File: src/rtl/lfsr_stream_cipher.sv
// lfsr_stream_cipher
// Byte-stream XOR cipher keyed by a Fibonacci-style LFSR. In encrypt mode a
// keyed preamble (PRE_CHAR ^ mask per byte) is emitted ahead of the payload.
// In decrypt mode the same preamble is consumed and checked, then the payload
// is XOR-decrypted. Both stream sides are valid/ready with backpressure.
//
// Ports
//   clk, rst              clock, asynchronous active-high reset
//   cfg_load              latch cfg_* (only honoured while idle)
//   cfg_mode              0 = encrypt, 1 = decrypt
//   cfg_pre_len           preamble length in bytes (0 = no preamble)
//   cfg_taps, cfg_seed    LFSR feedback mask and initial state
//   in_valid/in_ready     input byte handshake, in_data/in_last payload
//   out_valid/out_ready   output byte handshake, out_data/out_last payload
//   busy                  block is mid-message
//   done                  one-cycle pulse when a message completes
//   pre_err               sticky preamble mismatch seen while decrypting
module lfsr_stream_cipher #(
    parameter int unsigned     DW       = 8,
    parameter int unsigned     LW       = 5,
    parameter int unsigned     PLW      = 8,
    parameter logic [DW-1:0]   PRE_CHAR = DW'(8'h7E)
) (
    input  logic           clk,
    input  logic           rst,
    input  logic           cfg_load,
    input  logic           cfg_mode,
    input  logic [PLW-1:0] cfg_pre_len,
    input  logic [LW-1:0]  cfg_taps,
    input  logic [LW-1:0]  cfg_seed,
    input  logic           in_valid,
    output logic           in_ready,
    input  logic [DW-1:0]  in_data,
    input  logic           in_last,
    output logic           out_valid,
    input  logic           out_ready,
    output logic [DW-1:0]  out_data,
    output logic           out_last,
    output logic           busy,
    output logic           done,
    output logic           pre_err
);

    typedef enum logic [2:0] {
        S_IDLE, S_PRE, S_PRE_CHK, S_DATA, S_DRAIN, S_DONE
    } state_t;

    state_t         state;
    logic [LW-1:0]  taps_q;
    logic [LW-1:0]  lfsr;
    logic [PLW-1:0] cnt;

    logic [LW-1:0]  lfsr_next;
    logic [DW-1:0]  mask;
    logic           slot_free;
    logic           in_fire;
    logic           out_fire;

    assign lfsr_next = {lfsr[LW-2:0], ^(lfsr & taps_q)};
    assign mask      = DW'(lfsr);
    // The output register can take a new byte if it is empty or being drained
    // this very cycle, which is what gives 1 byte/cycle throughput.
    assign slot_free = !out_valid || out_ready;
    assign in_ready  = ((state == S_PRE_CHK) || (state == S_DATA)) && slot_free;
    assign in_fire   = in_valid && in_ready;
    assign out_fire  = out_valid && out_ready;
    assign busy      = (state != S_IDLE);

    always_ff @(posedge clk or posedge rst) begin
        if (rst) begin
            state     <= S_IDLE;
            taps_q    <= '0;
            lfsr      <= '0;
            cnt       <= '0;
            out_valid <= 1'b0;
            out_data  <= '0;
            out_last  <= 1'b0;
            done      <= 1'b0;
            pre_err   <= 1'b0;
        end else begin
            done <= 1'b0;
            // Default: a byte leaving the output register frees it; any load
            // below in the same cycle overrides this.
            if (out_fire)
                out_valid <= 1'b0;

            case (state)
                S_IDLE: begin
                    if (cfg_load) begin
                        taps_q  <= cfg_taps;
                        // An all-zero state never leaves zero, so substitute all-ones.
                        lfsr    <= (cfg_seed == '0) ? '1 : cfg_seed;
                        cnt     <= cfg_pre_len;
                        pre_err <= 1'b0;
                        if (cfg_pre_len == '0)
                            state <= S_DATA;
                        else if (!cfg_mode)
                            state <= S_PRE;
                        else
                            state <= S_PRE_CHK;
                    end
                end

                S_PRE: begin
                    if (slot_free) begin
                        out_valid <= 1'b1;
                        out_data  <= PRE_CHAR ^ mask;
                        out_last  <= 1'b0;
                        lfsr      <= lfsr_next;
                        cnt       <= cnt - 1'b1;
                        if (cnt == PLW'(1))
                            state <= S_DATA;
                    end
                end

                S_PRE_CHK: begin
                    if (in_fire) begin
                        lfsr <= lfsr_next;
                        if (in_last) begin
                            // Message ended inside the preamble: flag and abandon.
                            pre_err <= 1'b1;
                            done    <= 1'b1;
                            state   <= S_DONE;
                        end else begin
                            if ((in_data ^ mask) != PRE_CHAR)
                                pre_err <= 1'b1;
                            cnt <= cnt - 1'b1;
                            if (cnt == PLW'(1))
                                state <= S_DATA;
                        end
                    end
                end

                S_DATA: begin
                    if (in_fire) begin
                        out_valid <= 1'b1;
                        out_data  <= in_data ^ mask;
                        out_last  <= in_last;
                        lfsr      <= lfsr_next;
                        if (in_last)
                            state <= S_DRAIN;
                    end
                end

                S_DRAIN: begin
                    if (out_fire && out_last) begin
                        done  <= 1'b1;
                        state <= S_DONE;
                    end
                end

                S_DONE: begin
                    state <= S_IDLE;
                end

                default: state <= S_IDLE;
            endcase
        end
    end

endmodule

File: config.mk
export PLATFORM = sky130hd
export DESIGN_NAME = lfsr_stream_cipher
export DESIGN_NICKNAME = d
export VERILOG_FILES = /design/src/rtl/lfsr_stream_cipher.sv
export SDC_FILE = /design/constraint.sdc
export NUM_CORES = 1
export LEC_CHECK = 0
export BUFFER_PORTS_ARGS = -buffer_cell sky130_fd_sc_hd__buf_2
export CORE_MARGIN = 2
export CORE_UTILIZATION = 54
export DETAILED_ROUTE_END_ITERATION = 10
export PLACE_DENSITY = 0.8
export SYNTH_ARGS = -nofsm -noshare
export SYNTH_HDL_FRONTEND = slang
export SYNTH_SLANG_ARGS = --single-unit
File: constraint.sdc
create_clock -name clk -period 2.01 [get_ports clk]
set_input_delay 0.201 -clock clk [delete_from_list [all_inputs] [get_ports clk]]
set_output_delay 0.201 -clock clk [all_outputs]
set_load 0.005 [all_outputs]
==> metrics.txt, run 1 <==
status=finished clean; final weighted congestion in routability-driven placement=1.04; Final Hold Vio Count=0; max-slew violation count=0; worst flop-to-flop path startpoint=state[1]; cell count after synthesis=223; initial DRC count=179; Unique masters post-synth=53; Antenna Violating Nets Remaining=0; fraction of registers with async set/reset=100%; Layout Skew=0.00794 ns; ys flop type=dfrtp_1; Max clock buf depth=2; worst skew pair latency=0.29 ns; num ports=47; RSZ-0062 raised after global routing=false; Clock power frac=15.5%; fin crit share=92.7%; Syn Area/Cell=9.32 µm²; drt via density=6.00; non-filler cells, final=324; number of global-route vias before repair=1,776; pwr dens=1680 nW/µm²; pin count of the biggest net entering global routing=34; Slew HR=61.8%; Psw=0.00172 W; Peak Freq=537 MHz; Sw Ratio=40.8%; kind of critical path=reg -> reg; Detail Placement HPWL=3.67 mm; hold_sp=cfg_taps[1]; Flop pwr share=30.7%; Initial DRT Pass Iterations=5; Pint=0.00250 W; P&R area growth vs syn=21.1%; Total GRT Usage=25.0%; Static Leak=1.12 nW; layout cells sized above 1=30.1%; TritonCTS clock tree=built; CTS buffer count=5; CP startpoint=state[1]; nature of the critical path startpoint=flip-flop; Net Count, Synth=258; Max-cap violations=0; die area=4360 µm²; sequential area share after synthesis=39.7%; first-pass GRT wire length=8.26 mm; Post-Syn Area=2080 µm²; Die Height=66.0 µm; row count=22; Max FO, Critical Path=18; final-report setup violation count=0; Post-synth EDFFs=0; NumNets Final=310; initial antenna violation count=0; CP arrival=2.04 ns; Num Clock Sinks=33; core area=3690 µm²; Setup Buffers After CTS=0; WL per Instance=15.3 µm; Period minus WS final=1.86 ns; Ys Warns=0; CP max stage cell=or3_1; # diodes=0; grt ovf=0; Req. time, crit path=2.19 ns; die extent in x=66.0 µm; crit-path max cell delay=0.60 ns; Final Util=68.2%; CTS H-Tree Depth=2; number of synthesized register bits=33; Via Count=1,944; crit path capture type=flip-flop; drt drc=0; CTS clk-pin slew, worst paths=0.07 ns; dpl cells=315; actual slew at the worst max-slew pin=0.565 ns; Port Buffers=46; Final TNS setup=0 ns; clock root buffer=clkbuf_8; Post-Route WL=4.95 mm; CP Cell Sequence=or3_1 -> a221o_1 -> a22o_1; Comb pwr share=53.8%; Hold Crit Class=in -> reg; VDD IR max=852 µV; Initial Utilization=56.3%
## layout by cell type (no fill, tap or decap), drive strengths merged, types with 2 or more instances in the layout
master / Yosys / routed
inv: 15 / 15
dfrtp: 33 / 33
o2bb2ai: 3 / 3
nor2: 17 / 17
nor4bb: 2 / 2
o211ai: 2 / 2
ha: 2 / 2
or4: 2 / 2
a31o: 2 / 2
o21ai: 11 / 11
a221oi: 5 / 5
a2bb2oi: 2 / 2
xnor2: 9 / 9
mux2: 11 / 11
a21oi: 9 / 9
nand2: 12 / 12
o21bai: 2 / 2
mux2i: 4 / 4
nor3: 7 / 7
nand2b: 4 / 4
o2111ai: 2 / 2
a211oi: 2 / 2
nand3b: 3 / 3
nand4: 4 / 4
nor4: 5 / 5
xor2: 3 / 3
or2: 2 / 2
nor2b: 3 / 3
buf: 3 / 56
or3: 3 / 3
o22ai: 5 / 5
and3: 3 / 3
clkbuf: 9 / 6
nand3: 5 / 5
## cell usage after synthesis, types with 2 or more instances
master / count / area share, %
o21ai_0: 11 / 2.6
inv_1: 15 / 2.7
o2111ai_1: 2 / 0.84
nor4_1: 5 / 1.5
ha_1: 2 / 1.2
nand2_1: 12 / 2.2
and3_1: 3 / 0.90
a221oi_1: 5 / 2.1
mux2_2: 11 / 6.0
o211ai_1: 2 / 0.72
xor2_1: 3 / 1.3
a31o_2: 2 / 0.84
or4_1: 2 / 0.72
a2bb2oi_1: 2 / 0.84
or2_2: 2 / 0.60
nand4_1: 4 / 1.2
nand2b_1: 4 / 1.2
nand3_1: 5 / 1.2
o2bb2ai_1: 3 / 1.3
buf_6: 2 / 1.1
nor2b_1: 3 / 0.90
nor2_1: 17 / 3.1
mux2i_1: 4 / 1.9
o22ai_1: 5 / 1.5
or3_1: 3 / 0.90
nor4bb_1: 2 / 0.96
o21bai_1: 2 / 0.72
a211oi_1: 2 / 0.72
dfrtp_1: 33 / 40
clkbuf_1: 9 / 1.6
nand3b_1: 3 / 1.1
xnor2_1: 9 / 3.8
nor3_1: 7 / 1.7
a21oi_1: 8 / 1.9
## critical path, delay by kind of cell, from the launching register on
| family | cells | cell delay (ns) |
|---|---|---|
| AOI/OAI and AO/OA | 2 | 0.58 |
| DFF | 1 | 0.57 |
| and+or+nand+nor | 1 | 0.60 |
## area by class of cell
type / instances / area, µm²
Fill cell: 318 / 1170
Timing Repair Buffer: 57 / 315
Clock buffer: 6 / 82.6
Inverter: 15 / 56.3
Multi-Input combinational cell: 163 / 1140
Tap cell: 48 / 60.1
Clock inverter: 2 / 37.5
Sequential cell: 33 / 826
## worst paths after layout
check	end	slack, ns	depth (start not counted)
worst max register to register	cnt[6]	0.15	3
worst min register to register	taps_q[1]	0.51	1
worst max-delay path	cnt[6]	0.15	3
worst min-delay path	taps_q[1]	0.14	2
min in group asynchronous	taps_q[2]	0.53	4
max in group asynchronous	out_data[6]	1.17	4
## registers in the layout, summed over array words and instances (netlist names)
name and flops:
done 1, taps_q 5, out_data 8, cnt 8, out_valid 1, lfsr 5, state 3, pre_err 1
out_last 1
## routing by layer
layer	vias to the layer above	track usage [%]	wire [µm]
li1	925	-	-
met1	916	34.3	2130
met2	90	38.8	2310
met3	13	4.94	380
met4	0	10.2	129
met5	-	0	0
## per-stage QoR
step           hold slack [ns]  instance area, µm²  power, W  setup WS, ns
2_1_floorplan            0.330                2080   0.00293         0.221
3_3_place_gp             0.311                2380   0.00350         0.231
3_5_place_dp             0.314                2380   0.00353         0.188
4_1_cts                  0.134                2510   0.00419         0.171
5_1_grt                  0.132                2520   0.00455        0.0104
6_report                 0.137                2520   0.00422         0.147
## power by group through the flow
stage	clock, W	combinational, W	sequential [W]
global route	0.000694	0.00251	0.00134
finish	0.000653	0.00227	0.00130
global placement	0	0.00221	0.00129
detailed placement	0	0.00223	0.00130
CTS	0.000666	0.00223	0.00129
floorplan	0	0.00173	0.00120
## what timing repair did
item,4_1_cts,5_1_grt
hold buffers,1,0
gates resized for setup,0,1
endpoints found under the hold margin,17,0
setup endpoints to repair,0,1
## kinds of logic (layout without fill, tap and decap cells)
group | after synthesis | after routing | share of synthesized area, %
AOI/OAI and AO/OA | 57 | 57 | 19.5
xor gates and xnor gates | 13 | 13 | 6.14
adders and majority gates | 2 | 2 | 1.20
buffers and inverters | 27 | 80 | 5.66
DFF | 33 | 33 | 39.7
muxes | 15 | 15 | 7.89
and+or+nand+nor | 76 | 76 | 19.9
(Power assumes the default switching activity.)
==> run 2, diff against run 1 <==
--- a/config.mk
+++ b/config.mk
@@ -7,9 +7,8 @@
 export LEC_CHECK = 0
 export BUFFER_PORTS_ARGS = -buffer_cell sky130_fd_sc_hd__buf_2
 export CORE_MARGIN = 2
-export CORE_UTILIZATION = 54
+export CORE_UTILIZATION = 30
 export DETAILED_ROUTE_END_ITERATION = 10
-export PLACE_DENSITY = 0.8
 export SYNTH_ARGS = -nofsm -noshare
 export SYNTH_HDL_FRONTEND = slang
 export SYNTH_SLANG_ARGS = --single-unit
==> metrics.txt, run 2 (synthesis results as in run 1) <==
initial DRC count=135 (-25%); CTS clk-pin slew, worst paths=0.07 ns (about the same); Max clock buf depth=2 (unchanged); actual slew at the worst max-slew pin=0.557 ns (-0.00776 ns); Peak Freq=542 MHz (+1.0%); Initial DRT Pass Iterations=4 (-1); pwr dens=1650 nW/µm² (-1.6%); Hold Crit Class=in -> async; largest registers=cnt (8), out_data (8); Max-cap violations=0 (unchanged); Req. time, crit path=2.18 ns (about the same); Final WS setup=0.166 ns (+0.0186 ns); worst skew pair latency=0.28 ns (about the same); final-report setup violation count=0 (unchanged); kind of critical path=reg -> reg; Reg2Reg Depth=3 (unchanged); die extent in x=87.2 µm (+32%); clock root buffer=clkbuf_8; WL per Instance=14.4 µm (-5.6%); num ports=47 (unchanged); Filler cells=691 (+120%); fin crit share=91.7% (-0.93 points); Final Hold Vio Count=0 (unchanged); most frequent cells in the layout=46 x buf_2, 33 x dfrtp_1, 17 x nor2_1; Antenna Violating Nets Remaining=0 (unchanged); P&R area growth vs syn=23.4%; first-pass GRT wire length=8.87 mm (+7.3%); Die Height=87.2 µm (+32%); Total GRT Usage=14.9% (-10 points); Place WS=0.188 ns (+0.0000110 ns); Final TNS setup=0 ns (unchanged); most common cell after layout, fill and taps aside=buf_2; Setup Buffers After CTS=0 (unchanged); area of the multi-input gates=1130 µm² (-0.33%); Slew HR=62.7% (+0.91 points); RSZ-0062 raised after global routing=false; CP arrival=2.01 ns (-0.03 ns); drt drc=0 (unchanged); nature of the critical path startpoint=flip-flop; # hold bufs at CTS=0 (-1); Static Leak=1.13 nW (+1.2%); status=finished clean; Max FO, Critical Path=18 (unchanged); TritonCTS clock tree=built; die area=7610 µm² (+74%); CTS buffer count=5 (unchanged); initial antenna violation count=0 (unchanged); row count=30 (+36%); pin count of the biggest net entering global routing=34 (unchanged); crit path capture type=flip-flop; VDD IR max=681 µV (-20%); layout cells sized above 1=30.8% (+0.75 points); Via Count=1,902 (-2.2%); CTS resizes=0 (unchanged); core area=6760 µm² (+83%); number of global-route vias before repair=1,821 (+2.5%); flop-to-flop setup slack=0.17 ns (+0.02 ns); CTS H-Tree Depth=2 (unchanged); FF/Latch Area=826 µm² (unchanged); # diodes=0 (unchanged); NumNets Final=314 (+1.3%); final weighted congestion in routability-driven placement=0.854 (-18%); Num Clock Sinks=33 (unchanged); drt via density=5.30 (-12%); Initial Utilization=30.8% (-26 points); max-slew violation count=0 (unchanged); Post-Route WL=5.18 mm (+4.5%); Port Buffers=46 (unchanged); grt ovf=0 (unchanged); Detail Placement HPWL=4.05 mm (+10%); Layout Skew=0.00494 ns (-0.00300 ns); Period minus WS final=1.84 ns (-0.0186 ns)
-- run 2: cell count changes in the layout (fill, tap and decap cells not counted), sizes merged --
cell	delta
clkbuf	-1
clkinv	+1
clkinvlp	-1
buf	+5
dlygate4sd3	-1
-- run 2: where the power goes --
group,switching [W],leakage (nW),internal [W]
combinational,0.00118,0.688,0.00117
sequential,0.000291,0.391,0.000978
clock,0.000243,0.0540,0.000360
total,0.00172,1.13,0.00251
-- run 2: critical path, stage by stage (launching register included) --
cell and delay (ns):
dfrtp_1 0.65, nand4_1 0.41, a221o_1 0.45, a22o_1 0.22
-- run 2: final timing paths --
| path | from | endpoint |
|---|---|---|
| setup / recovery | state[1] | cnt[6] |
| hold / removal | rst | taps_q[1] |
| setup reg to reg | state[1] | cnt[6] |
| hold reg to reg | cnt[4] | cnt[4] |
| max in group asynchronous | rst | cnt[6] |
| min in group clk | cfg_taps[1] | taps_q[1] |
-- run 2: area by class of cell --
type | instances | area share, %
tap | 80 | 3.90
sequential | 33 | 32.2
timing repair buffer | 61 | 13.4
clock inverter | 2 | 1.37
clock buffer | 5 | 2.68
inverter | 15 | 2.20
multi-input combinational | 163 | 44.3
-- run 2: metrics by stage --
step | instance area, µm² | total power (W) | util (%) | instances | hold WS [ns]
2_1_floorplan | 2080 | 0.00293 | - | 223 | 0.330
3_3_place_gp | 2460 | 0.00362 | 36.4 | 352 | 0.313
3_5_place_dp | 2460 | 0.00362 | 36.4 | 352 | 0.329
4_1_cts | 2560 | 0.00425 | 37.9 | 359 | 0.0184
5_1_grt | 2560 | 0.00462 | 37.9 | 359 | 0.0457
6_report | 2560 | 0.00423 | 37.9 | 359 | 0.000439
-- run 2: routing by layer --
layer  part of all wire (%)  GRT usage, %  vias up
li1                       -             -      934
met4                    1.2          3.50        0
met5                      0             0        -
met1                     47          21.7      892
met3                    6.5          3.22        7
met2                     45          22.6       69
